## config.mk

```make
export PLATFORM = sky130hd
export DESIGN_NAME = rd_latency_calibrator
export DESIGN_NICKNAME = d
export VERILOG_FILES = /design/src/rtl/rd_latency_calibrator.sv
export SDC_FILE = /design/constraint.sdc
export NUM_CORES = 1
export LEC_CHECK = 0
export CAP_MARGIN = 20
export CORE_ASPECT_RATIO = 0.6
export CORE_UTILIZATION = 48
export CTS_CLUSTER_SIZE = 16
export DETAILED_ROUTE_END_ITERATION = 6
export PLACE_DENSITY_LB_ADDON = 0.1
export REMOVE_ABC_BUFFERS = 1
export SLEW_MARGIN = 20
export SYNTH_ARGS = -nofsm -noshare
export SYNTH_HDL_FRONTEND = slang
export SYNTH_SLANG_ARGS = --single-unit
export TNS_END_PERCENT = 30
```

## constraint.sdc

```tcl
create_clock -name clk -period 2.1 [get_ports clk]
set_input_delay 0.42 -clock clk [delete_from_list [all_inputs] [get_ports clk]]
set_output_delay 0.42 -clock clk [all_outputs]
set_load 0.01 [all_outputs]
```

## src/rtl/rd_latency_calibrator.sv

```systemverilog
// Read-latency calibrator: times training reads from tap 0 to PHY read-valid,
// then steers the matching delay-line tap out as the aligned read-enable.
module rd_latency_calibrator #(
    parameter int WIDTH       = 1,
    parameter int NUM_SAMPLES = 4,
    parameter int CMD_TIMEOUT = 255
) (
    input  logic                  clk,
    input  logic                  rst,
    input  logic [32*WIDTH-1:0]   i_taps,
    input  logic                  i_rd_valid,
    input  logic                  i_cal_start,
    input  logic                  i_lat_override_en,
    input  logic [4:0]            i_lat_override,
    output logic [WIDTH-1:0]      o_rd_en,
    output logic [4:0]            o_lat,
    output logic                  o_lat_valid,
    output logic                  o_cal_busy,
    output logic                  o_cal_done,
    output logic [1:0]            o_cal_err
);

    typedef enum logic [2:0] {
        S_IDLE, S_WAIT_CMD, S_MEASURE, S_CHECK, S_DONE, S_FAIL
    } state_t;

    localparam logic [9:0] TIMEOUT = 10'(CMD_TIMEOUT);
    localparam logic [3:0] NSAMP   = 4'(NUM_SAMPLES);

    state_t     state_q;
    logic [4:0] meas_cnt_q, meas_cnt_d;
    logic [9:0] to_cnt_q, to_cnt_d;
    logic [3:0] smp_cnt_q, smp_cnt_d;
    logic [4:0] sample_q, ref_q, ref_d;
    logic [4:0] lat_q;
    logic       lat_valid_q, busy_q, done_q;
    logic [1:0] err_q;
    logic [4:0] sel;

    assign meas_cnt_d = meas_cnt_q + 5'd1;
    assign to_cnt_d   = to_cnt_q + 10'd1;
    assign smp_cnt_d  = smp_cnt_q + 4'd1;
    // The first sample of a run becomes the reference it is checked against.
    assign ref_d      = (smp_cnt_q == 4'd0) ? sample_q : ref_q;

    // NOTE: every output of an always_comb gets a default first, so no path leaves it unassigned (no latch).
    always_comb begin
        o_rd_en = '0;
        sel     = i_lat_override_en ? i_lat_override : lat_q;
        if (lat_valid_q || i_lat_override_en)
            o_rd_en = i_taps[sel*WIDTH +: WIDTH];
    end

    // NOTE: state registers use non-blocking assignments so all updates take effect together at the edge.
    always_ff @(posedge clk or posedge rst) begin
        if (rst) begin
            state_q     <= S_IDLE;
            meas_cnt_q  <= '0;
            to_cnt_q    <= '0;
            smp_cnt_q   <= '0;
            sample_q    <= '0;
            ref_q       <= '0;
            lat_q       <= '0;
            lat_valid_q <= 1'b0;
            busy_q      <= 1'b0;
            done_q      <= 1'b0;
            err_q       <= 2'd0;
        end else begin
            case (state_q)
                S_IDLE, S_DONE, S_FAIL: begin
                    if (i_cal_start) begin
                        state_q     <= S_WAIT_CMD;
                        busy_q      <= 1'b1;
                        lat_valid_q <= 1'b0;
                        done_q      <= 1'b0;
                        err_q       <= 2'd0;
                        smp_cnt_q   <= '0;
                        to_cnt_q    <= '0;
                    end
                end
                S_WAIT_CMD: begin
                    if (i_taps[0]) begin
                        meas_cnt_q <= '0;
                        if (i_rd_valid) begin
                            sample_q <= '0;
                            state_q  <= S_CHECK;
                        end else begin
                            state_q  <= S_MEASURE;
                        end
                    end else if (to_cnt_d == TIMEOUT) begin
                        state_q <= S_FAIL;
                        err_q   <= 2'd1;
                        busy_q  <= 1'b0;
                    end else begin
                        to_cnt_q <= to_cnt_d;
                    end
                end
                S_MEASURE: begin
                    // meas_cnt_d is the cycle count since the tap-0 pulse.
                    if (i_rd_valid) begin
                        sample_q <= meas_cnt_d;
                        state_q  <= S_CHECK;
                    end else if (meas_cnt_d == 5'd31) begin
                        state_q <= S_FAIL;
                        err_q   <= 2'd2;
                        busy_q  <= 1'b0;
                    end else begin
                        meas_cnt_q <= meas_cnt_d;
                    end
                end
                S_CHECK: begin
                    ref_q <= ref_d;
                    if (smp_cnt_q != 4'd0 && sample_q != ref_q) begin
                        state_q <= S_FAIL;
                        err_q   <= 2'd3;
                        busy_q  <= 1'b0;
                    end else begin
                        smp_cnt_q <= smp_cnt_d;
                        if (smp_cnt_d == NSAMP) begin
                            state_q     <= S_DONE;
                            lat_q       <= ref_d;
                            lat_valid_q <= 1'b1;
                            done_q      <= 1'b1;
                            busy_q      <= 1'b0;
                        end else begin
                            state_q  <= S_WAIT_CMD;
                            to_cnt_q <= '0;
                        end
                    end
                end
                default: state_q <= S_IDLE;
            endcase
        end
    end

    assign o_lat       = lat_q;
    assign o_lat_valid = lat_valid_q;
    assign o_cal_busy  = busy_q;
    assign o_cal_done  = done_q;
    assign o_cal_err   = err_q;

endmodule

```

* After elaboration in Yosys (flattened, before gate mapping)
Cells that the tools add are included.
Widths: inputs -> output; s select.
** Cells by class
- $add $sub $neg :: 3
- Eq/ne operators :: 26
- Shift operators :: 1
- Multiplexer cells :: 48
- Bitwise gates (word level) :: 1
- Reduce and logical (&&, ||, !) cells :: 19
** Operators by type and width (number)
- $mux 10 :: 5
- $mux 5 :: 8
- $shiftx 32x6->1 :: 1
- $pmux 10 s3 :: 1
- $ne 2x2->1 const B :: 14
- $mux 3 :: 7
- $pmux 5 s2 :: 2
- $reduce_and 7->1 :: 2
- $mux 1 :: 12
- $mux 2 :: 6
- $pmux 3 s4 :: 1
- $reduce_and 4->1 :: 3
- $add 10x1->10 const B :: 1
- $eq 10x8->1 const B :: 1
- $ne 3x3->1 const B :: 3
- $reduce_and 3->1 :: 3
- $mux 4 :: 2
- $pmux 2 s4 :: 1
- $pmux 4 s2 :: 1
- $reduce_bool 4->1 :: 2
- $eq 3x2->1 const B :: 2
- $eq 3x3->1 const B :: 2
- $reduce_and 6->1 :: 1
- $add 5x1->5 const B :: 1
- 15 further kinds :: 16
** Word-level totals
- Register bits after elaboration :: 41
- Input port bits :: 42
- Output and inout bits :: 11

* Longest topological paths before layout
- Word-level depth :: 5
- Gate-level depth with buffers :: 9

* Worst setup path after synthesis
No wires, ideal clock.
- Kind :: input -> output
- From :: in i_lat_override_en
- To :: out o_rd_en
- Arrival time :: 1.817 ns
- Required time :: 1.680 ns
- Slack :: -0.137 ns
- Stages on the path :: 7
- Path buffers :: 1
- Cells stage by stage :: buf_2 mux2i_1 nand2_1 o21ai_0 o22ai_1 a2111o_1 nand2_1
** On the way
- Longest elaborated chain between the ends :: 3
- Elaborated cells between the ends (all ways) :: 4
- Those cells by class :: shift (1); mux (2); reduce/logical (1)
** RTL lines
- from (decl) :: line 13 : input logic i_lat_override_en,
- $mux 5 :: line 49 : sel = i_lat_override_en ? i_lat_override : lat_q;
- $shiftx 32x6->1 :: line 51 : o_rd_en = i_taps[sel*WIDTH +: WIDTH];
- $mux 1 (*) :: line 50 : if (lat_valid_q || i_lat_override_en)
- to (decl) :: line 15 : output logic [WIDTH-1:0] o_rd_en,
Every way passes the cells marked *; elsewhere a longest branch is shown, timed or not.

* Worst setup path in the final report
- From :: reg lat_q[0], in the netlist o_lat[0]
- To :: out o_rd_en
** On the way
- Longest elaborated chain between the ends :: 3
** RTL lines
- from (decl) :: line 35 : logic [4:0] lat_q;
- from (signal assigned) :: line 121 : lat_q <= ref_d;
- $mux 5 :: line 49
- $shiftx 32x6->1 :: line 51
- $mux 1 :: line 50
No other way between the ends.

==> implementation parameters <==
Parameter                              Value

Global route
  Maximum number of pins on one net before global-route repair ... 42
  Number of global-route vias before repair ... 2786
  Total routing resource utilization after global routing ... 0.2920
  Wire length of the first global-routing pass ... 14.35 mm
  Number of antenna violations at the first check in global routing ... 0
  Aggregate global routing overflow ... 0

STA
  Number of pins exceeding their max-slew limit in the final report ... 0
  Max-slew headroom at the worst pin ... 0.6473
  Ratio of final minimum period to clock period ... 1.182
  Peak clock frequency supported by timing ... 403.0 MHz
  Actual transition at the worst max-transition pin ... 0.5290 ns
  Final min period ... 2.482 ns
  Setup repair after global routing missed its margin ... true
  Final Hold Vio Count ... 0
  Max Clock Skew ... 0.008776 ns
  Final Worst Setup Slack ... -0.3816 ns
  Number of failing setup endpoints in the final timing report ... 1

Routing
  Vias post-DR ... 3054
  Final wirelength ... 8.975 mm
  Number of routed nets with antenna violations ... 0
  First DRT Iteration DRCs ... 296
  Detailed-route vias per instance ... 5.919
  Wire length per cell ... 17.39 um
  Length of the first detailed-routing pass in iterations ... 5
  DRC ... 0

Place
  Detail Placement HPWL ... 6.743 mm
  Cell total after placement ... 504
  Last weighted congestion value of the routability-driven placer ... 0.9982
  Port Buffer Count ... 52

Critical path
  Reg-to-reg critical path endpoint ... to_cnt_q[6]
  Stage delay of the slowest cell on the critical path ... 0.44 ns
  Type of element capturing the critical path ... output port
  Reg2reg start ... smp_cnt_q[0]
  Crit path from ... o_lat[0]
  Sort of element at the start of the critical path ... flop
  Biggest fanout along the worst timing path ... 6
  Cells along the critical path ... buf_6 -> buf_6 -> nand2_1 -> a32oi_2 -> a21oi_1 -> o311ai_1 -> o2111ai_1 -> nand2_1 -> buf_2
  Master of the slowest instance on the critical path ... sky130_fd_sc_hd__dfrtp_2
  Arr. time, crit path ... 2.06 ns
  Cell depth of the worst flop-to-flop path ... 8
  Setup crit end ... o_rd_en
  Worst Setup Path Type ... reg2out
  Register-to-register path setup slack ... 0.08 ns
  Worst endpoint required time ... 1.68 ns

Logic synthesis
  List of most frequent post-synthesis cells ... sky130_fd_sc_hd__nand2_1 (48), sky130_fd_sc_hd__dfrtp_1 (41), sky130_fd_sc_hd__a21oi_1 (27)
  Cell area after synthesis ... 2928 sq um
  Average instance area after synthesis ... 8.586 sq um
  Ys async rst share ... 1.000
  Dominant synthesized flop cell ... sky130_fd_sc_hd__dfrtp_1
  Sequential element share of the synthesized area ... 0.3504
  Synth Warn # ... 0
  Flip-flop and latch count after synthesis ... 41
  Area share of the leading cell type in the synthesized netlist ... 0.3504
  Most area-hungry cell type in the Yosys netlist ... sky130_fd_sc_hd__dfrtp_1
  Most common cell in the netlist ... sky130_fd_sc_hd__nand2_1
  Dominant cells by area after synthesis ... sky130_fd_sc_hd__dfrtp_1 (35%), sky130_fd_sc_hd__mux2_2 (6.5%), sky130_fd_sc_hd__nand2_1 (6.2%)
  Number of instances in the synthesized netlist ... 341
  Post-synth EDFFs ... 0
  Number of distinct library cell variants in the gate-level netlist after synthesis ... 59

Hold path
  Startpoint of the lowest-slack hold path ... o_cal_err[1]
  Path class of the lowest-slack min-delay path ... reg2reg

Layout
  Number of filler cells placed in the layout ... 446
  Post-route core utilization ... 0.7235
  Area Growth Syn to Fin ... 41.54%
  Non-filler cells, final ... 516
  Number of antenna cells inserted ... 0
  # nets final ... 484
  Fraction of layout instances using a drive strength above 1 ... 0.2729

Clock network
  Clock-pin slew of the registers on the worst-case setup and hold paths ... 0.09 ns
  Buffer type at the clock tree root ... sky130_fd_sc_hd__clkbuf_8
  Maximum buffer depth of the clock tree ... 2
  CTS Hold Buffers Added ... 0
  TritonCTS clock tree ... yes
  Number of CTS-inserted buffers ... 5
  Num Clock Sinks ... 41
  H-tree depth ... 2
  Worst-Skew Late Latency ... 0.30 ns

Floorplan
  Boundary pin count ... 53
  Horizontal die dimension ... 102.8 um
  Initial Utilization ... 0.5111
  Total core area ... 5728 sq um
  Die span in y ... 62.50 um
  Number of rows in the core area ... 21
  Die Area ... 6426 sq um

Outcome
  Result of the run ... finished, violations left
  Violations in the final reports ... setup timing

Power and ir drop
  Peak supply drop ... 478.1 uV
  Leakage power ... 1.815 nW
  Overall power ... 3.491 mW
  Power per standard cell area ... 842.3 nW/um^2

Run
  Max-capacitance violation count ... 0
## state kept, by name, indices dropped and copies added (netlist names)
name and cells:
to_cnt_q 10, state_q 3, o_lat 5, meas_cnt_q 5, o_cal_err 2, o_cal_busy 1, ref_q 5, o_cal_done 1
sample_q 5, smp_cnt_q 4
## critical path: cells and delay by family (launching register included)
family,cells,cell delay (ns)
DFF,1,0.44
and+or+nand+nor,2,0.18
buffers and inverters,3,0.37
AOI/OAI and AO/OA,4,0.78
## how the worst min path moves through the flow
stage | to | slack [ns] | depth (start not counted)
after floorplan | sample_q[3] | 0.50 | 2
after global placement | o_cal_err[1] | 0.49 | 1
after CTS | o_cal_err[1] | 0.52 | 1
final | o_cal_err[1] | 0.52 | 1
after detailed placement | o_cal_err[1] | 0.50 | 1
after global routing | o_cal_err[1] | 0.54 | 1
## layer usage
| metal | up-vias | wire length [um] | GRT usage |
|---|---|---|---|
| met3 | 10 | 863 | 0.08837 |
| met4 | 0 | 78 | 0.04577 |
| met2 | 132 | 3383 | 0.3608 |
| met1 | 1474 | 4650 | 0.4842 |
| met5 | - | 0 | 0 |
| li1 | 1438 | - | - |
## kinds of logic after synthesis
logic type	after synthesis	synth area share
fa+ha+maj	7	0.02991
buf+inv	25	0.03547
simple gates	128	0.2184
flops	41	0.3504
xor+xnor	10	0.02991
compound gates	107	0.2500
mux	23	0.08590
## area by class of cell
cell class                      instances  area (sq um)  share of cell area
Sequential cell                        41          1028              0.2482
Clock inverter                          3         46.29             0.01117
Tap cell                               80         100.1             0.02415
Timing Repair Buffer                  101         890.9              0.2150
Clock buffer                            5         68.82             0.01661
Inverter                               11         41.29            0.009964
Multi-Input combinational cell        275          1968              0.4749
## power breakdown
part,leakage (nW),switching [mW],internal [mW]
Sequential,0.552,0.167,0.957
Combinational,1.21,0.876,0.827
Clock,0.0543,0.307,0.356
## what timing repair did
item                                    4_1_cts  5_1_grt
gates resized for setup                      47       12
pin swaps                                     8        1
endpoints found under the setup margin        3       12
setup buffers                                 2        2
endpoints found under the hold margin         0        0
## layout by cell type (no fill, tap or decap), types with 4 or more instances in the layout
cell type	synthesis	routed
sky130_fd_sc_hd__nand2_1	48	47
sky130_fd_sc_hd__clkdlybuf4s50_1	0	46
sky130_fd_sc_hd__buf_4	2	45
sky130_fd_sc_hd__dfrtp_1	41	39
sky130_fd_sc_hd__a21oi_1	27	27
sky130_fd_sc_hd__nor2_1	19	19
sky130_fd_sc_hd__mux2_2	17	16
sky130_fd_sc_hd__o21ai_0	18	15
sky130_fd_sc_hd__nand3_1	12	12
sky130_fd_sc_hd__inv_1	11	11
sky130_fd_sc_hd__nand2b_1	10	8
sky130_fd_sc_hd__nor2b_1	13	7
sky130_fd_sc_hd__mux2i_1	6	6
sky130_fd_sc_hd__xor2_1	6	6
sky130_fd_sc_hd__nor3_1	7	6
sky130_fd_sc_hd__ha_1	7	6
sky130_fd_sc_hd__o22a_1	5	5
sky130_fd_sc_hd__a31oi_1	5	5
sky130_fd_sc_hd__clkbuf_8	0	5
sky130_fd_sc_hd__xnor2_1	4	4
sky130_fd_sc_hd__a21o_1	4	4
sky130_fd_sc_hd__nor2b_4	0	4
sky130_fd_sc_hd__o31ai_1	4	4
sky130_fd_sc_hd__buf_6	0	4
## stage by stage
step | setup TNS (ns) | hold WS (ns) | cell area [sq um] | setup WS, ns
final | -0.3816 | 0.5206 | 4144 | -0.3816
after detailed placement | -1.182 | 0.5035 | 3824 | -1.182
after global placement | -1.153 | 0.4896 | 3824 | -1.153
after CTS | -0.3383 | 0.5232 | 4078 | -0.3383
after global routing | -0.4204 | 0.5375 | 4144 | -0.4204
after floorplan | -0.05161 | 0.4994 | 2865 | -0.05161
No activity file was read; power rests on OpenSTA's default activity.
